$ cat config.mk
export PLATFORM = sky130hd
export DESIGN_NAME = wbslv_tmr_regbank
export DESIGN_NICKNAME = d
export VERILOG_FILES = /design/src/rtl/wbslv_pkg.sv /design/src/rtl/tmr_vote3.sv /design/src/rtl/wbslv_tmr_regbank.sv
export SDC_FILE = /design/constraint.sdc
export NUM_CORES = 1
export LEC_CHECK = 0
export CAP_MARGIN = 10
export CORE_UTILIZATION = 49
export DETAILED_ROUTE_END_ITERATION = 6
export GPL_TIMING_DRIVEN = 0
export PLACE_DENSITY_LB_ADDON = 0.08
export REMOVE_ABC_BUFFERS = 1
export SLEW_MARGIN = 20
export SYNTH_ARGS = -nofsm -noshare
export SYNTH_HDL_FRONTEND = slang
export SYNTH_SLANG_ARGS = --single-unit
$ cat constraint.sdc
create_clock -name clk_i -period 6.19 [get_ports clk_i]
set_input_delay 1.5475 -clock clk_i [delete_from_list [all_inputs] [get_ports clk_i]]
set_output_delay 1.5475 -clock clk_i [all_outputs]
set_load 0.1 [all_outputs]
$ cat src/rtl/wbslv_pkg.sv
// rtl/wbslv_pkg.sv - shared types and helpers for the TMR wishbone register bank
package wbslv_pkg;

  localparam int REG_ADDR_W = 8;

  typedef enum logic [1:0] {
    IDLE     = 2'd0,
    RESP     = 2'd1,
    WAIT_REL = 2'd2
  } state_t;

  function automatic logic maj3(input logic [2:0] v);
    return (v[0] & v[1]) | (v[0] & v[2]) | (v[1] & v[2]);
  endfunction

endpackage

$ cat src/rtl/tmr_vote3.sv
// rtl/tmr_vote3.sv - 2-of-3 majority vote with lane disagreement flag
module tmr_vote3
  import wbslv_pkg::*;
(
  input  logic [2:0] lanes,
  output logic       voted,
  output logic       mismatch
);

  assign voted    = maj3(lanes);
  assign mismatch = ~((lanes[0] == lanes[1]) && (lanes[1] == lanes[2]));

endmodule

$ cat src/rtl/wbslv_tmr_regbank.sv
// rtl/wbslv_tmr_regbank.sv - wishbone slave register bank behind a triplicated handshake
module wbslv_tmr_regbank
  import wbslv_pkg::*;
#(
  parameter int WbDataWidth  = 16,
  parameter int WbAddWidth   = 12,
  parameter int G_MODULE_ID  = 1,
  parameter int G_NUM_RW     = 8,
  parameter int G_NUM_RO     = 4,
  parameter int G_RW_RST_VAL = 0,
  parameter int G_K_TMR      = 3
) (
  input  logic                               clk_i,
  input  logic                               rst_i,
  input  logic [G_K_TMR-1:0]                 wbs_we_i,
  input  logic [G_K_TMR-1:0]                 wbs_stb_i,
  input  logic [G_K_TMR-1:0]                 wbs_cyc_i,
  output logic [G_K_TMR-1:0]                 wbs_ack_o,
  output logic [G_K_TMR-1:0]                 wbs_err_o,
  input  logic [WbAddWidth-1:0]              wbs_adr_i,
  input  logic [WbDataWidth-1:0]             wbs_dt_i,
  output logic [WbDataWidth-1:0]             wbs_dt_o,
  output logic [G_NUM_RW*WbDataWidth-1:0]    rw_regs_o,
  input  logic [G_NUM_RO*WbDataWidth-1:0]    ro_regs_i,
  output logic [G_NUM_RW-1:0]                wr_pulse_o,
  output logic [G_NUM_RW+G_NUM_RO-1:0]       rd_pulse_o,
  output logic [WbDataWidth-1:0]             errcnt_o,
  input  logic                               rst_errcnt_i,
  output logic                               mismatch_o
);

  localparam int NUM_REGS = G_NUM_RW + G_NUM_RO;
  localparam int MOD_W    = WbAddWidth - REG_ADDR_W;
  localparam logic [MOD_W-1:0]       MOD_ID    = MOD_W'(G_MODULE_ID);
  localparam logic [REG_ADDR_W-1:0]  RW_LIMIT  = REG_ADDR_W'(G_NUM_RW);
  localparam logic [REG_ADDR_W-1:0]  ALL_LIMIT = REG_ADDR_W'(NUM_REGS);
  localparam logic [WbDataWidth-1:0] RST_VAL   = WbDataWidth'(G_RW_RST_VAL);

  logic we_v, stb_v, cyc_v;
  logic we_mm, stb_mm, cyc_mm;

  tmr_vote3 u_vote_we  (.lanes(wbs_we_i),  .voted(we_v),  .mismatch(we_mm));
  tmr_vote3 u_vote_stb (.lanes(wbs_stb_i), .voted(stb_v), .mismatch(stb_mm));
  tmr_vote3 u_vote_cyc (.lanes(wbs_cyc_i), .voted(cyc_v), .mismatch(cyc_mm));

  state_t state_q, state_d;

  logic [WbDataWidth-1:0]       rw_q [G_NUM_RW];
  logic [WbDataWidth-1:0]       dt_q;
  logic [WbDataWidth-1:0]       errcnt_q;
  logic [G_NUM_RW-1:0]          wr_pulse_q;
  logic [NUM_REGS-1:0]          rd_pulse_q;
  logic                         ack_q, err_q, mismatch_q;

  logic [REG_ADDR_W-1:0]        reg_adr;
  logic [MOD_W-1:0]             mod_adr;
  logic                         req, start, acc_err;
  logic [WbDataWidth-1:0]       rd_mux;

  assign reg_adr = wbs_adr_i[REG_ADDR_W-1:0];
  assign mod_adr = wbs_adr_i[WbAddWidth-1:REG_ADDR_W];
  assign req     = cyc_v & stb_v & (mod_adr == MOD_ID);

  // Writes may only target RW registers; reads may target RW or RO.
  always_comb begin
    acc_err = we_v ? (reg_adr >= RW_LIMIT) : (reg_adr >= ALL_LIMIT);
    rd_mux  = '0;
    for (int i = 0; i < G_NUM_RW; i++) begin
      if (reg_adr == REG_ADDR_W'(i)) rd_mux = rw_q[i];
    end
    for (int j = 0; j < G_NUM_RO; j++) begin
      if (reg_adr == REG_ADDR_W'(G_NUM_RW + j)) rd_mux = ro_regs_i[j*WbDataWidth +: WbDataWidth];
    end
  end

  always_comb begin
    state_d = state_q;
    start   = 1'b0;
    case (state_q)
      IDLE: begin
        if (req) begin
          state_d = RESP;
          start   = 1'b1;
        end
      end
      RESP:     state_d = WAIT_REL;
      WAIT_REL: if (!stb_v) state_d = IDLE;
      default:  state_d = IDLE;
    endcase
  end

  always_ff @(posedge clk_i) begin
    if (rst_i) state_q <= IDLE;
    else       state_q <= state_d;
  end

  always_ff @(posedge clk_i) begin
    if (rst_i) begin
      for (int i = 0; i < G_NUM_RW; i++) rw_q[i] <= RST_VAL;
      dt_q       <= '0;
      errcnt_q   <= '0;
      wr_pulse_q <= '0;
      rd_pulse_q <= '0;
      ack_q      <= 1'b0;
      err_q      <= 1'b0;
      mismatch_q <= 1'b0;
    end else begin
      ack_q      <= 1'b0;
      err_q      <= 1'b0;
      wr_pulse_q <= '0;
      rd_pulse_q <= '0;
      mismatch_q <= we_mm | stb_mm | cyc_mm;
      if (start) begin
        if (acc_err) begin
          err_q <= 1'b1;
        end else begin
          ack_q <= 1'b1;
          if (we_v) begin
            for (int i = 0; i < G_NUM_RW; i++) begin
              if (reg_adr == REG_ADDR_W'(i)) begin
                rw_q[i]       <= wbs_dt_i;
                wr_pulse_q[i] <= 1'b1;
              end
            end
          end else begin
            dt_q <= rd_mux;
            for (int i = 0; i < NUM_REGS; i++) begin
              if (reg_adr == REG_ADDR_W'(i)) rd_pulse_q[i] <= 1'b1;
            end
          end
        end
      end
      // Clear has priority over a coincident error increment.
      if (rst_errcnt_i)
        errcnt_q <= '0;
      else if (start && acc_err && (errcnt_q != '1))
        errcnt_q <= errcnt_q + 1'b1;
    end
  end

  for (genvar g = 0; g < G_NUM_RW; g++) begin : g_rw_out
    assign rw_regs_o[g*WbDataWidth +: WbDataWidth] = rw_q[g];
  end

  assign wbs_ack_o  = {G_K_TMR{ack_q}};
  assign wbs_err_o  = {G_K_TMR{err_q}};
  assign wbs_dt_o   = dt_q;
  assign wr_pulse_o = wr_pulse_q;
  assign rd_pulse_o = rd_pulse_q;
  assign errcnt_o   = errcnt_q;
  assign mismatch_o = mismatch_q;

endmodule

; ---- Yosys cells after proc, flatten, opt, wreduce, memory -nomap -nowiden
; Memories as Yosys holds them, arrays and structs flattened.
; Index checks and enable logic that the tools add are counted.
[word_totals]
register_bits = 57
word_cells = 163
mem_count = 1
inputBits = 104
ramBits = 128
[mem_list]
columns = name, words, width, rd, rd_clocked_by_memory_dff, write_ports, line
row1 = rw_q, 8, 16, 8, 0, 8, wbslv_tmr_regbank.sv:48  ; logic [WbDataWidth-1:0] rw_q [G_NUM_RW];
[classes]
muxes = 82
n_addsub = 1
n_reduce_logical = 13
eq_ne = 23
order_cmp = 2
bitwise = 33
[ops]
columns = operator, n
row1 = $mux W16, 20
row2 = $mux W1, 59
row3 = $eq A8 B3 Y1 const B, 4
row4 = $eq A8 B4 Y1 const B, 4
row5 = $add A16 B1 Y16 const B, 1
row6 = $eq A8 B2 Y1 const B, 2
row7 = $ge A8 B4 Y1 const B, 2
row8 = $ne A16 B16 Y1 const B, 1
row9 = $or A1 B1 Y1, 16
row10 = $and A1 B1 Y1, 11
row11 = $eq A8 B1 Y1 const B, 1
row12 = $logic_not A8 Y1, 1
row13 = $reduce_or A4 Y1, 2
row14 = $eq A1 B1 Y1, 6
row15 = $not A1 Y1, 6
row16 = $pmux W2 S3, 1
row17 = $logic_and A1 B1 Y1, 5
row18 = $eq A4 B1 Y1 const B, 1
row19 = $mux W2, 2
row20 = $ne A2 B2 Y1 const B, 2
row21 = $reduce_or A2 Y1, 2
row22 = $reduce_and A3 Y1, 1
row23 = $eq A2 B1 Y1 const B, 1
row24 = $eq A2 B2 Y1 const B, 1
row25 = other kinds (2), 2

; ---- Longest topological paths before layout
; Gate-level depths: netlist (run 1).
[depth]
ltp_word = 13
mapped_depth = 8

; ---- Hierarchy
; Synthesis (run 1) repeated with hierarchy kept, for this count alone.
[unflattened]
hier_cells = 711
hier_area_um2 = 8577.0
[by_module_without_submodules]
columns = module, cells_each, seq_area_each_um2, area_each_um2, n_inst
row1 = wbslv_tmr_regbank, 699, 4984.8, 8456.9, 1
row2 = tmr_vote3, 4, 0.0, 40.0, 3

; ---- Worst setup path before layout (run 1)
; Ideal clock, no wire load.
[synth_timing]
kind = input to register
start = input wbs_adr_i[9]
end = memory rw_q[6][0], in the netlist rw_q[1][32], enable pin
stages = 5
slack_ps = 1991
arrival_time_ps = 3807
setup_time_ps = 392
path_buffers = 0
required_time_ps = 5798
path_cell_list = or4b_1 > nor3_1 > nand2_1 > or3_1 > o21bai_1
[synth_rtl]
columns = element, line
row1 = start: declaration, wbslv_tmr_regbank.sv:20  ; input logic [WbAddWidth-1:0] wbs_adr_i,
row2 = end: declaration, wbslv_tmr_regbank.sv:48

==> results.yml, run 1 <==
run_status:
  outcome: "finished clean"
timing:
  period_share_pct: 97.86
  report.final.slew_viol_count: 0
  tns_ps: 0
  timing.fmax_mhz: 165.1
  final-hold-violation-count: 0
  max_slew_margin_pct: 22.71
  setup_viol: 0
  finalWorstSetupSlack_ps: 132.4
  worst_clock_skew_ps: 9.017
  worst_pin_slew_ps: 1156
  rsz0062_at_grt: "no"
  final.min_clock_period_ps: 6058
critical_path:
  cp-end-kind: "register"
  worstSetupPathType: "input pin to register"
  crit_required_ps: 6240
  cp_max_fo: 18
  rrSetupSlack_ps: 2340
  worstPathArrival_ps: 6110
  cp-start-kind: "input pin"
routing:
  vias_per_cell: 5.784
  drtPass1Iterations: 5
  avgRoutedWirePerCell_um: 22.20
  ant_nets: 0
  routed_wl_mm: 27.49
  vias: 7161
  drt-initial-drc-count: 572
  drc: 0
global_routing:
  antenna_found_initial: 0
  grt_use_total_pct: 31.01
  grt_max_degree: 50
  grt_pass1_wl_mm: 41.11
  grt_remaining_overflow: 0
  grt_pass1_vias: 7030
final_layout:
  final_area_um2: 12160
  drive_gt1_share_pct: 7.760
  layout_common_cells: "clkdlybuf4s50_1 (287), nor2_1 (139), edfxtp_1 (128)"
  final_common_cell: "clkdlybuf4s50_1"
  fin_cells: 1238
  diodes: 0
  area_growth_pct: 43.13
  nets: 1116
clock_tree:
  clk_latency_ps: 430
  cts_buffers: 17
  cts_buffer_depth: 2
  cts_hold_buffers: 0
  path_clk_slew_ps: 70
  cts_resized: 0
  tritoncts: "built"
  cts_sinks: 185
  post_cts_buffers: 0
  cts-root-buf: "clkbuf_16"
  cts-htree-levels: 4
floorplanning:
  core_area_um2: 16760
  rows: 47
  initial_utilization_pct: 50.70
  ioPinCount: 291
  die-area_um2: 17870
  die_x_um: 133.7
  fp.dieH_um: 133.7
placement:
  place_area_um2: 11570
  dp_cells: 1206
  dp_worst_setup_slack_ps: -96.92
  dp.final_hpwl_mm: 19.35
  portBuffers: 290
  place_congestion: 0.8514
synthesis:
  yosys-top-cells-area: "edfxtp_1 (45%), dfxtp_1 (13%), nor2_1 (6.1%)"
  ys_types: 50
  synth_area_um2: 8497
  yosysTopAreaCellShare_pct: 45.24
  avgSynthCellArea_um2: 11.47
  ys_ff_latch: 185
  synth_edf_count: 128
  yosys_warnings: 0
  syn_inst: 741
  synth_flop_cell: "edfxtp_1"
  synthArstFlopShare_pct: 0
  ys_seq_area_share_pct: 58.67
  synth_top_area_cell: "edfxtp_1"
worst_hold_path:
  hold_path.class: "register to register"
pwr:
  power.total_w: 0.003211
  ir_worst_vdd_mv: 0.1958
  p_leak_nw: 4.301
  powerDensity_nw_per_um2: 264.0
flow_run:
  cap_violations: 0
==> state kept, by name, summed over array words and instances, names as in the netlist <==
register    count
wr_pulse_o      8
state_q         2
rd_pulse_o     12
mismatch_o      1
errcnt_o       16
ack_q           1
wbs_dt_o       16
err_q           1
rw_q          128
==> per-stage QoR <==
step	utilization (%)	hold slack, ps
6_report	72.56	476.4
5_1_grt	72.56	486.0
4_1_cts	72.56	475.7
3_5_place_dp	69.06	466.3
3_3_place_gp	68.31	456.3
2_1_floorplan	-	475.9
==> cell families after synthesis <==
family,Yosys count,share of synthesized area [%]
AND/OR/NAND/NOR,300,17.24
flip-flops,185,58.67
AO/OA/AOI/OAI,110,9.336
buffers and inverters,75,3.637
multiplexers,64,10.09
adder cells (fa/ha/maj),7,1.031
==> layout make-up <==
cell class | count | area, um2
tap | 220 | 275.3
clock inverter | 15 | 162.7
fill | 1222 | 4598
multi-input combinational | 481 | 3213
timing repair buffer | 298 | 3018
sequential | 185 | 4985
clock buffer | 17 | 425.4
inverter | 22 | 82.58
==> final timing paths <==
kind,end,from,depth (start not counted)
setup / recovery,rw_q[0][60]$_SDFFCE_PN0P_,wbs_adr_i[7],6
hold / removal,wbs_dt_o[1]$_SDFFE_PP0P_,wbs_dt_o[1]$_SDFFE_PP0P_,2
hold reg to reg,wbs_dt_o[1]$_SDFFE_PP0P_,wbs_dt_o[1]$_SDFFE_PP0P_,2
setup reg to reg,rw_q[0][60]$_SDFFCE_PN0P_,state_q[1]$_SDFFE_PP0P_,4
==> cell usage after synthesis, types with 2 or more instances <==
cell / n
nor2_1: 139
edfxtp_1: 128
dfxtp_1: 57
clkbuf_1: 41
nand2b_1: 38
mux2i_1: 35
nor3_1: 25
inv_1: 22
nand2_1: 18
nor4_1: 18
a21oi_1: 16
mux4_2: 16
nand4_1: 14
o22ai_1: 14
o2bb2ai_1: 14
a22oi_1: 13
mux2_2: 13
o22a_1: 13
nand3_1: 12
or3_1: 11
or4_1: 10
o21ai_0: 8
o31ai_1: 8
ha_1: 7
buf_4: 6
nor2b_1: 5
a211oi_1: 4
buf_2: 4
o211ai_1: 4
or2_2: 4
a2111oi_0: 2
a31oi_1: 2
buf_1: 2
o21bai_1: 2
==> report_power, final <==
| group | total, W | internal, W | switching (W) |
|---|---|---|---|
| clock network | 0.00110 | 0.000605 | 0.000492 |
| registers | 0.00140 | 0.00137 | 0.0000273 |
| logic | 0.000715 | 0.000197 | 0.000518 |
==> worst max-delay path, stage by stage <==
cell and delay (ps):
clkdlybuf4s50_1 440, nor4_2 620, nand2_1 590, nor3_1 600, nand4_1 990, nand2b_1 1300
==> layer usage <==
layer  GRT usage, %  vias up  share of wire, %
met5              0        -                 0
met4          10.35        0               2.1
met3          8.486       42               8.5
met2          50.87      340                48
met1          39.69     3490                41
li1               -     3289                 -
No activity file was read; power rests on OpenSTA's default activity.
==> run 2: changes to the inputs <==
Settings changed: CAP_MARGIN 10 to default.
==> results of run 2 <==
The final DEF is identical to that of run 1; final timing and power are the same.
==> run 3: changes to the inputs <==
Clock period 6.19 ns to 7.6 ns, I/O delays scaled along.
==> results of run 3 <==
Same layout as run 1 (identical final DEF). Status: finished clean.
Main changes from that run: setup slack after placement -96.92 ps -> 960.6 ps; setup slack after layout 132.4 ps -> 1190 ps; register-to-register setup slack 2340 ps -> 3750 ps; total power 0.003211 W -> 0.002615 W; worst IR drop on VDD 0.1958 mV -> 0.1595 mV
